===== src/rtl/pdm_wave_sequencer.sv =====
// pdm_wave_sequencer
// Sample-rate sequencer for the sine-LUT / dual-PDM datapath. Generates the
// sample tick, walks the channel-1 phase index (channel 2 follows at a fixed
// offset), fetches both samples from a shared LUT over req/ack, rescales the
// signed samples into the unsigned PDM range and publishes both together.

module pdm_wave_sequencer #(
    parameter int NBITS     = 16,
    parameter int IDX_W     = 8,
    parameter int N_SAMPLES = 100,
    parameter int TICK_DIV  = 500,
    parameter int MAX_CURR  = 13080
) (
    input  logic                    i_sys_clk_50M,
    input  logic                    i_rst_n,
    input  logic                    i_start,
    input  logic                    i_stop,
    input  logic [IDX_W-1:0]        i_phase_ofs,
    input  logic [1:0]              i_gain_shift,
    output logic [IDX_W-1:0]        o_lut_addr,
    output logic                    o_lut_req,
    input  logic                    i_lut_ack,
    input  logic signed [NBITS-1:0] i_lut_data,
    output logic [NBITS-1:0]        o_pdm1_val,
    output logic [NBITS-1:0]        o_pdm2_val,
    output logic                    o_sample_stb,
    output logic                    o_busy,
    output logic                    o_clip,
    output logic                    o_overrun
);

    localparam int CNT_W = (TICK_DIV > 1) ? $clog2(TICK_DIV) : 1;
    localparam int VW    = NBITS + 2;

    localparam logic signed [VW-1:0] MID_V    = VW'(MAX_CURR / 2);
    localparam logic signed [VW-1:0] MAX_V    = VW'(MAX_CURR);
    localparam logic [NBITS-1:0]     MID_OUT  = NBITS'(MAX_CURR / 2);
    localparam logic [IDX_W-1:0]     LAST_IDX = IDX_W'(N_SAMPLES - 1);
    localparam logic [IDX_W:0]       N_S      = (IDX_W + 1)'(N_SAMPLES);
    localparam logic [CNT_W-1:0]     LAST_CNT = CNT_W'(TICK_DIV - 1);

    typedef enum logic [2:0] {
        IDLE,
        WAIT_TICK,
        FETCH1,
        GAP,
        FETCH2,
        UPDATE
    } state_t;

    // Rescaled PDM value plus a flag saying the clamp engaged.
    typedef struct packed {
        logic             clip;
        logic [NBITS-1:0] val;
    } conv_t;

    state_t                  state;
    logic [CNT_W-1:0]        tick_cnt;
    logic                    tick;
    logic [IDX_W-1:0]        idx1;
    logic [IDX_W-1:0]        idx2;
    logic [IDX_W:0]          idx_sum;
    logic [IDX_W-1:0]        ofs_q;
    logic [1:0]              shift_q;
    logic signed [NBITS-1:0] s1;
    logic signed [NBITS-1:0] s2;
    logic                    stop_pending;
    logic                    stop_now;
    conv_t                   conv1;
    conv_t                   conv2;

    // Signed sample -> unsigned PDM input: arithmetic shift, re-centre on MID,
    // then clamp into [0, MAX_CURR]. Two guard bits keep the sum from wrapping.
    function automatic conv_t to_pdm(input logic signed [NBITS-1:0] s,
                                     input logic [1:0]              sh);
        logic signed [VW-1:0] se;
        logic signed [VW-1:0] v;
        conv_t                r;
        se = s;
        v  = (se >>> sh) + MID_V;
        if (v < 0) begin
            r.clip = 1'b1;
            r.val  = '0;
        end else if (v > MAX_V) begin
            r.clip = 1'b1;
            r.val  = MAX_V[NBITS-1:0];
        end else begin
            r.clip = 1'b0;
            r.val  = v[NBITS-1:0];
        end
        return r;
    endfunction

    assign conv1    = to_pdm(s1, shift_q);
    assign conv2    = to_pdm(s2, shift_q);
    assign tick     = (state != IDLE) && (tick_cnt == LAST_CNT);
    assign stop_now = stop_pending || i_stop;

    // Channel-2 index: idx1 + offset, folded back into 0..N_SAMPLES-1.
    always_comb begin
        // NOTE: every output of a combinational block gets a default first so no latch is inferred.
        idx_sum = {1'b0, idx1} + {1'b0, ofs_q};
        idx2    = idx_sum[IDX_W-1:0];
        if (idx_sum >= N_S) begin
            idx2 = IDX_W'(idx_sum - N_S);
        end
    end

    // Sample-rate divider: free-runs while busy, parked at zero in IDLE.
    always_ff @(posedge i_sys_clk_50M or negedge i_rst_n) begin
        if (!i_rst_n) begin
            tick_cnt <= '0;
        end else if (state == IDLE || tick) begin
            tick_cnt <= '0;
        end else begin
            tick_cnt <= tick_cnt + 1'b1;
        end
    end

    // Sequencer FSM with all outputs registered.
    always_ff @(posedge i_sys_clk_50M or negedge i_rst_n) begin
        if (!i_rst_n) begin
            state        <= IDLE;
            idx1         <= '0;
            ofs_q        <= '0;
            shift_q      <= '0;
            s1           <= '0;
            s2           <= '0;
            stop_pending <= 1'b0;
            o_lut_addr   <= '0;
            o_lut_req    <= 1'b0;
            o_pdm1_val   <= MID_OUT;
            o_pdm2_val   <= MID_OUT;
            o_sample_stb <= 1'b0;
            o_busy       <= 1'b0;
            o_clip       <= 1'b0;
            o_overrun    <= 1'b0;
        end else begin
            // NOTE: sequential state uses non-blocking assignments so every register samples pre-edge values.
            o_sample_stb <= 1'b0;

            if (state != IDLE && i_stop) begin
                stop_pending <= 1'b1;
            end

            // A tick while a fetch is still in flight is dropped and flagged.
            if (tick && (state inside {FETCH1, GAP, FETCH2, UPDATE})) begin
                o_overrun <= 1'b1;
            end

            case (state)
                IDLE: begin
                    if (i_start && !i_stop) begin
                        ofs_q        <= ({1'b0, i_phase_ofs} >= N_S) ? '0 : i_phase_ofs;
                        shift_q      <= i_gain_shift;
                        idx1         <= '0;
                        o_clip       <= 1'b0;
                        o_overrun    <= 1'b0;
                        stop_pending <= 1'b0;
                        o_busy       <= 1'b1;
                        state        <= WAIT_TICK;
                    end
                end

                WAIT_TICK: begin
                    if (tick) begin
                        o_lut_addr <= idx1;
                        o_lut_req  <= 1'b1;
                        state      <= FETCH1;
                    end
                end

                FETCH1: begin
                    if (i_lut_ack) begin
                        s1        <= i_lut_data;
                        o_lut_req <= 1'b0;
                        state     <= GAP;
                    end
                end

                // One idle request cycle separates the two LUT transactions.
                GAP: begin
                    o_lut_addr <= idx2;
                    o_lut_req  <= 1'b1;
                    state      <= FETCH2;
                end

                FETCH2: begin
                    if (i_lut_ack) begin
                        s2        <= i_lut_data;
                        o_lut_req <= 1'b0;
                        state     <= UPDATE;
                    end
                end

                UPDATE: begin
                    idx1 <= (idx1 == LAST_IDX) ? '0 : idx1 + 1'b1;
                    if (stop_now && idx1 == LAST_IDX) begin
                        // Stop only after a whole period; park outputs at mid-scale.
                        o_pdm1_val   <= MID_OUT;
                        o_pdm2_val   <= MID_OUT;
                        o_busy       <= 1'b0;
                        stop_pending <= 1'b0;
                        state        <= IDLE;
                    end else begin
                        o_pdm1_val   <= conv1.val;
                        o_pdm2_val   <= conv2.val;
                        o_clip       <= o_clip | conv1.clip | conv2.clip;
                        o_sample_stb <= 1'b1;
                        state        <= WAIT_TICK;
                    end
                end

                default: begin
                    state <= IDLE;
                end
            endcase
        end
    end

endmodule


===== config.mk =====
export PLATFORM = sky130hd
export DESIGN_NAME = pdm_wave_sequencer
export DESIGN_NICKNAME = d
export VERILOG_FILES = /design/src/rtl/pdm_wave_sequencer.sv
export SDC_FILE = /design/constraint.sdc
export NUM_CORES = 1
export LEC_CHECK = 0
export CORE_MARGIN = 1.5
export CORE_UTILIZATION = 58
export DETAILED_ROUTE_END_ITERATION = 12
export DONT_BUFFER_PORTS = 1
export PLACE_DENSITY = 0.76
export SYNTH_ARGS = -nofsm -noshare
export SYNTH_HDL_FRONTEND = slang
export SYNTH_SLANG_ARGS = --single-unit
export TNS_END_PERCENT = 20

===== constraint.sdc =====
create_clock -name i_sys_clk_50M -period 3 [get_ports i_sys_clk_50M]
set_input_delay 0.75 -clock i_sys_clk_50M [delete_from_list [all_inputs] [get_ports i_sys_clk_50M]]
set_output_delay 0.75 -clock i_sys_clk_50M [all_outputs]
set_load 0.02 [all_outputs]

==> out/qor.txt, run 1 <==
Crit Path Class: register to register
layout net count: 708
commonest cells after routing, fill and taps aside: dfrtp_1 (94), nand2_1 (63), nor2_1 (55)
Crit path required time: 3310 ps
RePlAce Congestion: 0.889
asr flop ratio synth: 100%
leakage power: 3.17 nW
metal2 WL: 7630 um
final hold violations: 0
row cnt: 38
Top Layer Used: met4
Seq/Total Area, Yosys: 41.8%
# port buffers: 0
clock sinks: 108
layout cells sized above 1: 24.4%
Area growth syn-to-layout: 8.98%
Via density: 6.18
CTS tree: built
ys flop type: dfrtp_1
root buffer cell: clkbuf_8
Post-Syn Area: 6510 um^2
Final Skew: 15.4 ps
final WL: 15300 um
crit end category: register
Reg clk slew, reported paths: 110 ps
antenna cells: 0
CP arrival: 3190 ps
post-layout min period: 2890 ps
most common cell after layout, fill and taps aside: dfrtp_1
initial core utilization: 59.8%
antenna violations before repair: 0
post-synthesis cell count: 636
CORE AREA: 10900 um^2
Initial DRC Count: 449
IO Pins: 76
worst hold slack: 30.0 ps
status: finished, final reports clean
total of max-cap violations: 0
GR Overflow Total: 0
largest stage delay on the critical path: 570 ps
Slew headroom: 58.2%
total number of yosys warnings: 0
number of synthesized register bits: 108
Finished Layout Cells: 804
Final Cycle Share: 96.2%
die footprint: 11900 um^2
Clock Latency Late Sink: 400 ps
DRT met1 WL: 6430 um
die width: 109 um
first-pass GRT wire length: 24800 um
kind of cell adding the most delay to the critical path: compound AO/OA/AOI/OAI gates
syn_area_per_cell: 10.2 um^2
Worst Path Buf+Inv: 2
crit path cell chain: mux4_2 -> inv_1 -> ha_1 -> buf_4 -> xnor2_1 -> a211o_1 -> o211ai_1 -> a211oi_1 -> o31a_4 -> and2_4 -> a32o_1
number of synthesized flops with an enable pin: 0
vias in the first global route: 4871
met3 WL: 826 um
total CTS buffers: 9
gr usage total: 27.3%
Clock Tree Buf Depth: 2
Final Setup Violations: 0
VDD IR max: 0.497 mV
placed insts: 783
CTS H-tree lvls: 3
Net Count, Synth: 685
Hold WC Path Type: input port to async pin
PwrDens: 901 nW/um^2
HPWL Detailed: 11300 um
DR vias: 4965
CP max-delay cell: mux4_2
Worst Setup Start Kind: register
Max Freq: 0.346 GHz
Final ANT Viol Nets: 0
Yosys cell types: 67
critical path peak fanout: 9
Slew Limit Fails: 0
drt wl/cell: 19.1 um
DRC violations left: 0
Pre-Repair DR Iteration Count: 6
largest net degree at the start of global routing: 109
Die Y: 109 um
worst slew pin tran: 621 ps
cells by family (layout without fill, tap and decap cells):
kind of cell             after synthesis  after routing  share of synthesized area (%)
multiplexers                          86             86                           16.9
AO/OA/AOI/OAI                        155            155                           16.2
buffers and inverters                 43             71                           3.19
adder cells (fa/ha/maj)               18             18                           3.58
flip-flops                           108            108                           41.8
XOR/XNOR                              33             33                           4.44
AND/OR/NAND/NOR                      193            193                           13.9
stage by stage:
stage	util, %	setup WS, ps	setup TNS (ps)	cell area (um^2)	power [mW]
final	65.1	114	0	7090	6.39
after global routing	65.1	-8.16	-14.6	7090	6.82
after CTS	64.3	45.9	0	7000	6.21
after detailed placement	62.4	3.43	0	6800	5.27
after global placement	62.4	97.1	0	6800	5.15
after floorplan	-	173	0	6510	4.53
synthesized netlist by cell type (8+ instances only):
| cell type | n | area share, % |
|---|---|---|
| a21oi_1 | 34 | 2.6 |
| nand2_1 | 64 | 3.7 |
| nor3_1 | 9 | 0.69 |
| mux2i_1 | 20 | 3.1 |
| mux2_2 | 52 | 9.0 |
| o21ai_0 | 39 | 3.0 |
| inv_1 | 18 | 1.0 |
| nor2_1 | 56 | 3.2 |
| nand3_1 | 9 | 0.69 |
| mux4_2 | 14 | 4.8 |
| dfrtp_1 | 96 | 37 |
| clkbuf_1 | 13 | 0.75 |
| a22o_1 | 10 | 1.3 |
| and2_1 | 10 | 0.96 |
| ha_1 | 17 | 3.3 |
| xnor2_1 | 21 | 2.8 |
| dfstp_2 | 12 | 4.8 |
| xor2_1 | 12 | 1.6 |
| nand2b_1 | 8 | 0.77 |
| a211oi_1 | 9 | 1.0 |
per-layer routing:
metal	up-vias	global-route usage, %
met1	2421	34.0
met4	0	10.9
li1	2360	-
met5	-	0
met2	152	45.8
met3	32	6.52
state kept, by name (all words and copies together) (netlist names):
name / cells
tick_cnt: 9
shift_q: 2
s1: 16
ofs_q: 8
idx1: 8
state: 3
o_sample_stb: 1
o_clip: 1
stop_pending: 1
o_busy: 1
o_lut_req: 1
o_pdm2_val: 16
o_pdm1_val: 16
o_lut_addr: 8
s2: 16
o_overrun: 1
final timing paths:
path | depth (start not counted) | end | slack, ps | from
max in group asynchronous | 0 | o_pdm1_val[12] | 2740 | i_rst_n
hold reg to reg | 1 | ofs_q[7] | 500 | ofs_q[7]
min in group i_sys_clk_50M | 2 | ofs_q[4] | 470 | i_phase_ofs[4]
setup / recovery | 11 | o_pdm1_val[6] | 110 | shift_q[0]
setup reg to reg | 11 | o_pdm1_val[6] | 110 | shift_q[0]
hold / removal | 0 | o_overrun | 30 | i_rst_n
what timing repair did:
action	CTS	global route
pin swaps	0	3
gates resized for setup	1	13
cloned	0	1
endpoints found under the setup margin	2	27
hold buffers	0	0
buffers inserted	0	4
report_power, final:
part	leakage [nW]	switching, mW	internal [mW]
clock	0.100	0.522	0.390
combinational	1.68	1.68	1.53
sequential	1.38	0.477	1.79
total	3.17	2.68	3.71
area by class of cell:
cell class                      count  area, um^2
Clock inverter                      7        73.8
Sequential cell                   108        2720
Inverter                           19        71.3
Tap cell                          140         175
Clock buffer                        9         124
Multi-Input combinational cell    485        3620
Timing Repair Buffer               36         304
Fill cell                         871        3800
Power figures use the tool's default switching activity.
==> run 2: changes to the inputs <==
--- a/config.mk
+++ b/config.mk
@@ -9,7 +9,7 @@
 export CORE_UTILIZATION = 58
 export DETAILED_ROUTE_END_ITERATION = 12
 export DONT_BUFFER_PORTS = 1
-export PLACE_DENSITY = 0.76
+export PLACE_DENSITY = 0.87
 export SYNTH_ARGS = -nofsm -noshare
 export SYNTH_HDL_FRONTEND = slang
 export SYNTH_SLANG_ARGS = --single-unit
==> run 2 against run 1 <==
  * Sequential power barely moved
  * Via count rose by 1.8%
  * Clock skew fell by 1.3 ps
  * Combinational power rose by 3%
  * Critical path type unchanged
  * Wire length rose by 0.46%
  * Total power barely moved
  * Core utilization rose by 0.13 points
  * Setup slack improved by 8.8 ps
  * Cell count rose by 0.37%
  * Largest power group unchanged
==> out/qor.txt, run 2 (synthesis gave the netlist of run 1 again) <==
Hold WC Path Type: input port to async pin
CP max-delay cell: dfrtp_2
leakage power: 3.17 nW
# port buffers: 0
CORE AREA: 10900 um^2
r2r endpoint: o_pdm2_val[12]
FF-to-FF setup slack: 120 ps
die width: 109 um
initial core utilization: 59.8%
placed insts: 783
row cnt: 38
DRC violations left: 0
final hold violations: 0
Final ANT Viol Nets: 0
Crit Path Class: register to register
CP most frequent cell: a21oi_2
Die Y: 109 um
gr usage total: 27.0%
CTS tree: built
Initial DRC Count: 383
# fillers: 836
setup_tns: 0 ps
HPWL Detailed: 11500 um
IO Pins: 76
Crit. Startpoint: shift_q[1]
global route hottest layer: met2
antenna cells: 0
VDD IR max: 0.432 mV
critical path peak fanout: 7
Final Skew: 14.1 ps
total CTS buffers: 9
PwrDens: 900 nW/um^2
status: finished, final reports clean
Slew headroom: 67.8%
crit end category: register
CP arrival: 3160 ps
GR Overflow Total: 0
Crit path required time: 3290 ps
worst slew pin tran: 482 ps
first-pass GRT wire length: 24700 um
WP depth: 11
met3 Use GR: 6.63%
CTS H-tree lvls: 3
Clock Tree Buf Depth: 2
total of max-cap violations: 0
reg2reg path depth: 11
largest net degree at the start of global routing: 109
Finished Layout Cells: 807
DR vias: 5054
clock sinks: 108
Slew Limit Fails: 0
commonest cells after routing, fill and taps aside: dfrtp_1 (93), nand2_1 (64), nor2_1 (56)
RePlAce Congestion: 0.919
Max Freq: 0.348 GHz
Final Setup Violations: 0
Worst Setup Start Kind: register
Clock Latency Late Sink: 390 ps
die footprint: 11900 um^2
Final Cycle Share: 95.9%
Setup crit end: o_pdm2_val[12]
drt wl/cell: 19.1 um
layout net count: 711
most common cell after layout, fill and taps aside: dfrtp_1
largest stage delay on the critical path: 470 ps
Worst Path Buf+Inv: 0
crit path cell chain: mux2_2 -> mux2i_2 -> ha_2 -> a21oi_2 -> a21oi_2 -> or2_4 -> o21ai_1 -> a311oi_2 -> a21o_4 -> nor2_4 -> a211oi_1
Area growth syn-to-layout: 9.19%
post-layout min period: 2880 ps
met2 GRT Util: 46.3%
Pre-Repair DR Iteration Count: 5
Via density: 6.26
vias in the first global route: 5094
kind of cell adding the most delay to the critical path: compound AO/OA/AOI/OAI gates
antenna violations before repair: 0
M1 GR Usage: 32.8%
Reg clk slew, reported paths: 100 ps
layout cells sized above 1: 25.2%
final WL: 15400 um
root buffer cell: clkbuf_8
launching point of the worst reg2reg path: shift_q[1]
## run 2: worst min-delay path by stage
stage / startpoint / to / cells past startpoint
floorplan: i_rst_n / idx1[0] / 0
global placement: i_rst_n / tick_cnt[5] / 0
detailed placement: i_rst_n / tick_cnt[4] / 0
CTS: i_rst_n / o_lut_addr[0] / 0
global route: i_rst_n / o_lut_addr[0] / 0
finish: i_rst_n / tick_cnt[4] / 0
## run 2: repair_timing
item                       CTS  global route
setup buffers                0             7
hold buffers                 0             0
gates cloned                 0             1
pin swaps                    0             8
setup endpoints to repair    4            23
gates resized for setup      2            17
## run 2: power breakdown
part           internal, mW  switching [mW]  leakage (nW)
clock                 0.303           0.501        0.0864
sequential             1.79           0.493          1.38
combinational          1.60            1.71          1.70
## run 2: through the flow
stage	hold WS, ps	setup WS (ps)	util, %	total power, mW	area (um^2)
2_1_floorplan	454	173	-	4.53	6510
3_3_place_gp	459	113	62.4	5.15	6800
3_5_place_dp	458	-33.5	62.4	5.31	6800
4_1_cts	29.1	13.5	64.0	6.12	6970
5_1_grt	11.8	-10.6	65.3	6.81	7110
6_report	54.1	123	65.3	6.39	7110
## run 2: routing by layer
layer	vias to the layer above	routed length [um]
met2	170	7760
met5	-	0
met3	35	950
met1	2499	6260
li1	2350	-
met4	0	435
## run 2: cell type report
type | instances | area (um^2) | area share (%)
clock inverter | 6 | 40.0 | 0.563
tap | 140 | 175 | 2.47
multi-input combinational | 485 | 3640 | 51.3
clock buffer | 10 | 128 | 1.80
sequential | 108 | 2720 | 38.3
inverter | 19 | 71.3 | 1.00
timing repair buffer | 39 | 327 | 4.60
==> run 3: changes to the inputs <==
--- a/config.mk
+++ b/config.mk
@@ -5,6 +5,7 @@
 export SDC_FILE = /design/constraint.sdc
 export NUM_CORES = 1
 export LEC_CHECK = 0
+export CORE_ASPECT_RATIO = 1.75
 export CORE_MARGIN = 1.5
 export CORE_UTILIZATION = 58
 export DETAILED_ROUTE_END_ITERATION = 12
==> constraint.sdc (replaced) <==
create_clock -name i_sys_clk_50M -period 2.48 [get_ports i_sys_clk_50M]
set_input_delay 0.62 -clock i_sys_clk_50M [delete_from_list [all_inputs] [get_ports i_sys_clk_50M]]
set_output_delay 0.62 -clock i_sys_clk_50M [all_outputs]
set_load 0.02 [all_outputs]
==> run 3 against run 2 <==
  * The run now ends with negative hold slack, negative setup slack left
  * Total power up 60%
  * Critical path depth stayed put
  * Register-to-register slack lost 610 ps
  * Sequential power increased by 19%
  * Critical endpoint is now o_pdm2_val[10]
  * Largest cell class unchanged
==> out/qor.txt, run 3 (synthesis gave the netlist of run 1 again) <==
WP depth: 11
Slew Limit Fails: 0
leakage power: 3.76 nW
Setup crit end: o_pdm2_val[10]
Pre-Repair DR Iteration Count: 5
failing checks: negative hold slack, negative setup slack
Die Y: 143 um
crit end category: register
layout net count: 809
setup_tns: -12310 ps
Final Cycle Share: 120%
row cnt: 51
DR vias: 5967
Util after Layout: 74.7%
Reg clk slew, reported paths: 70 ps
Post-Layout Inst Area: 8250 um^2
post-layout min period: 2970 ps
Slew headroom: 62.5%
largest stage delay on the critical path: 470 ps
launching point of the worst reg2reg path: shift_q[1]
DRC violations left: 0
status: complete, but fails checks
gr usage total: 32.7%
layout cells sized above 1: 40.3%
final worst-path setup slack: -489 ps
Final Skew: 8.45 ps
CTS tree: built
clock sinks: 108
Hold WC Path Type: input port to async pin
VDD IR max: 0.835 mV
PwrDens: 1240 nW/um^2
Crit path required time: 2720 ps
HPWL Detailed: 13100 um
RePlAce Congestion: 0.919
Clock Latency Late Sink: 360 ps
largest net degree at the start of global routing: 109
total CTS buffers: 9
CORE AREA: 11000 um^2
die footprint: 11900 um^2
RSZ-0062 raised after global routing: true
root buffer cell: clkbuf_16
Max Freq: 0.337 GHz
final WL: 20400 um
antenna violations before repair: 0
worst slew pin tran: 561 ps
# port buffers: 0
crit path cell chain: bufbuf_16 -> nand3b_1 -> a22oi_2 -> buf_4 -> a31oi_4 -> o21ai_2 -> xnor2_1 -> a311oi_2 -> a21o_4 -> nor2_4 -> a22o_1
drt wl/cell: 22.7 um
vias in the first global route: 6150
antenna cells: 0
IO Pins: 76
Area growth syn-to-layout: 26.8%
FF-to-FF setup slack: -490 ps
first-pass GRT wire length: 30300 um
Initial DRC Count: 379
GR Overflow Total: 0
total of max-cap violations: 0
reg2reg path depth: 11
CP max-delay cell: dfrtp_2
Worst Setup Start Kind: register
Clock Tree Buf Depth: 2
worst hold slack: -47.9 ps
Crit. Startpoint: shift_q[1]
DP Area: 7520 um^2
Final ANT Viol Nets: 0
CTS H-tree lvls: 3
final hold violations: 90
most common cell after layout, fill and taps aside: buf_4
commonest cells after routing, fill and taps aside: buf_4 (130), dfrtp_1 (93), nand2_1 (63)
Final Setup Violations: 35
critical path peak fanout: 10
initial core utilization: 58.9%
Crit Path Class: register to register
Via density: 6.65
total power draw: 10.2 mW
r2r endpoint: o_pdm2_val[10]
Worst Path Buf+Inv: 2
die width: 83.1 um
CP arrival: 3210 ps
kind of cell adding the most delay to the critical path: compound AO/OA/AOI/OAI gates
run 3: cell types whose count changed in the layout (fill, tap and decap cells not counted), moves of 8 or more:
cell	delta
buf_4	+94
a21oi_1	-11
clkbuf_8	-8
a21oi_2	+9
clkbuf_16	+8
run 3: timing repair:
item                                    4_1_cts  5_1_grt
endpoints found under the setup margin       35       36
endpoints found under the hold margin        96       96
buffers inserted                              6       11
resized for setup                            31       34
pin swaps                                    11       27
cloned                                        1        0
run 3: worst min-delay path by stage:
stage	endpoint	slack, ps	cells past startpoint
3_3_place_gp	tick_cnt[5]	330	0
4_1_cts	s1[1]	-50	0
2_1_floorplan	idx1[0]	320	0
3_5_place_dp	tick_cnt[5]	330	0
6_report	o_pdm2_val[1]	-50	0
5_1_grt	s2[1]	-60	0
run 3: final cells by class:
cell class | instances | area (um^2)
multi-input combinational | 485 | 3900
fill | 686 | 2790
sequential | 108 | 2720
timing repair buffer | 137 | 1090
clock buffer | 12 | 246
tap | 132 | 165
inverter | 19 | 71.3
clock inverter | 4 | 55.1
run 3: power by group:
group	switching (mW)	leakage, nW	internal, mW
logic	2.93	2.23	3.06
registers	0.557	1.38	2.17
clock network	0.662	0.144	0.819
total	4.15	3.76	6.05
run 3: per-layer routing:
metal	track usage, %	up-vias	routed length (um)
met4	24.0	0	1520
met5	0	-	0
met2	60.3	348	11000
met3	6.18	130	1280
li1	-	2558	-
met1	32.2	2931	6580
run 3: stage by stage:
stage / setup slack (ps) / instances
2_1_floorplan: -143 / 636
3_3_place_gp: -319 / 864
3_5_place_dp: -445 / 864
4_1_cts: -345 / 887
5_1_grt: -574 / 897
6_report: -489 / 897
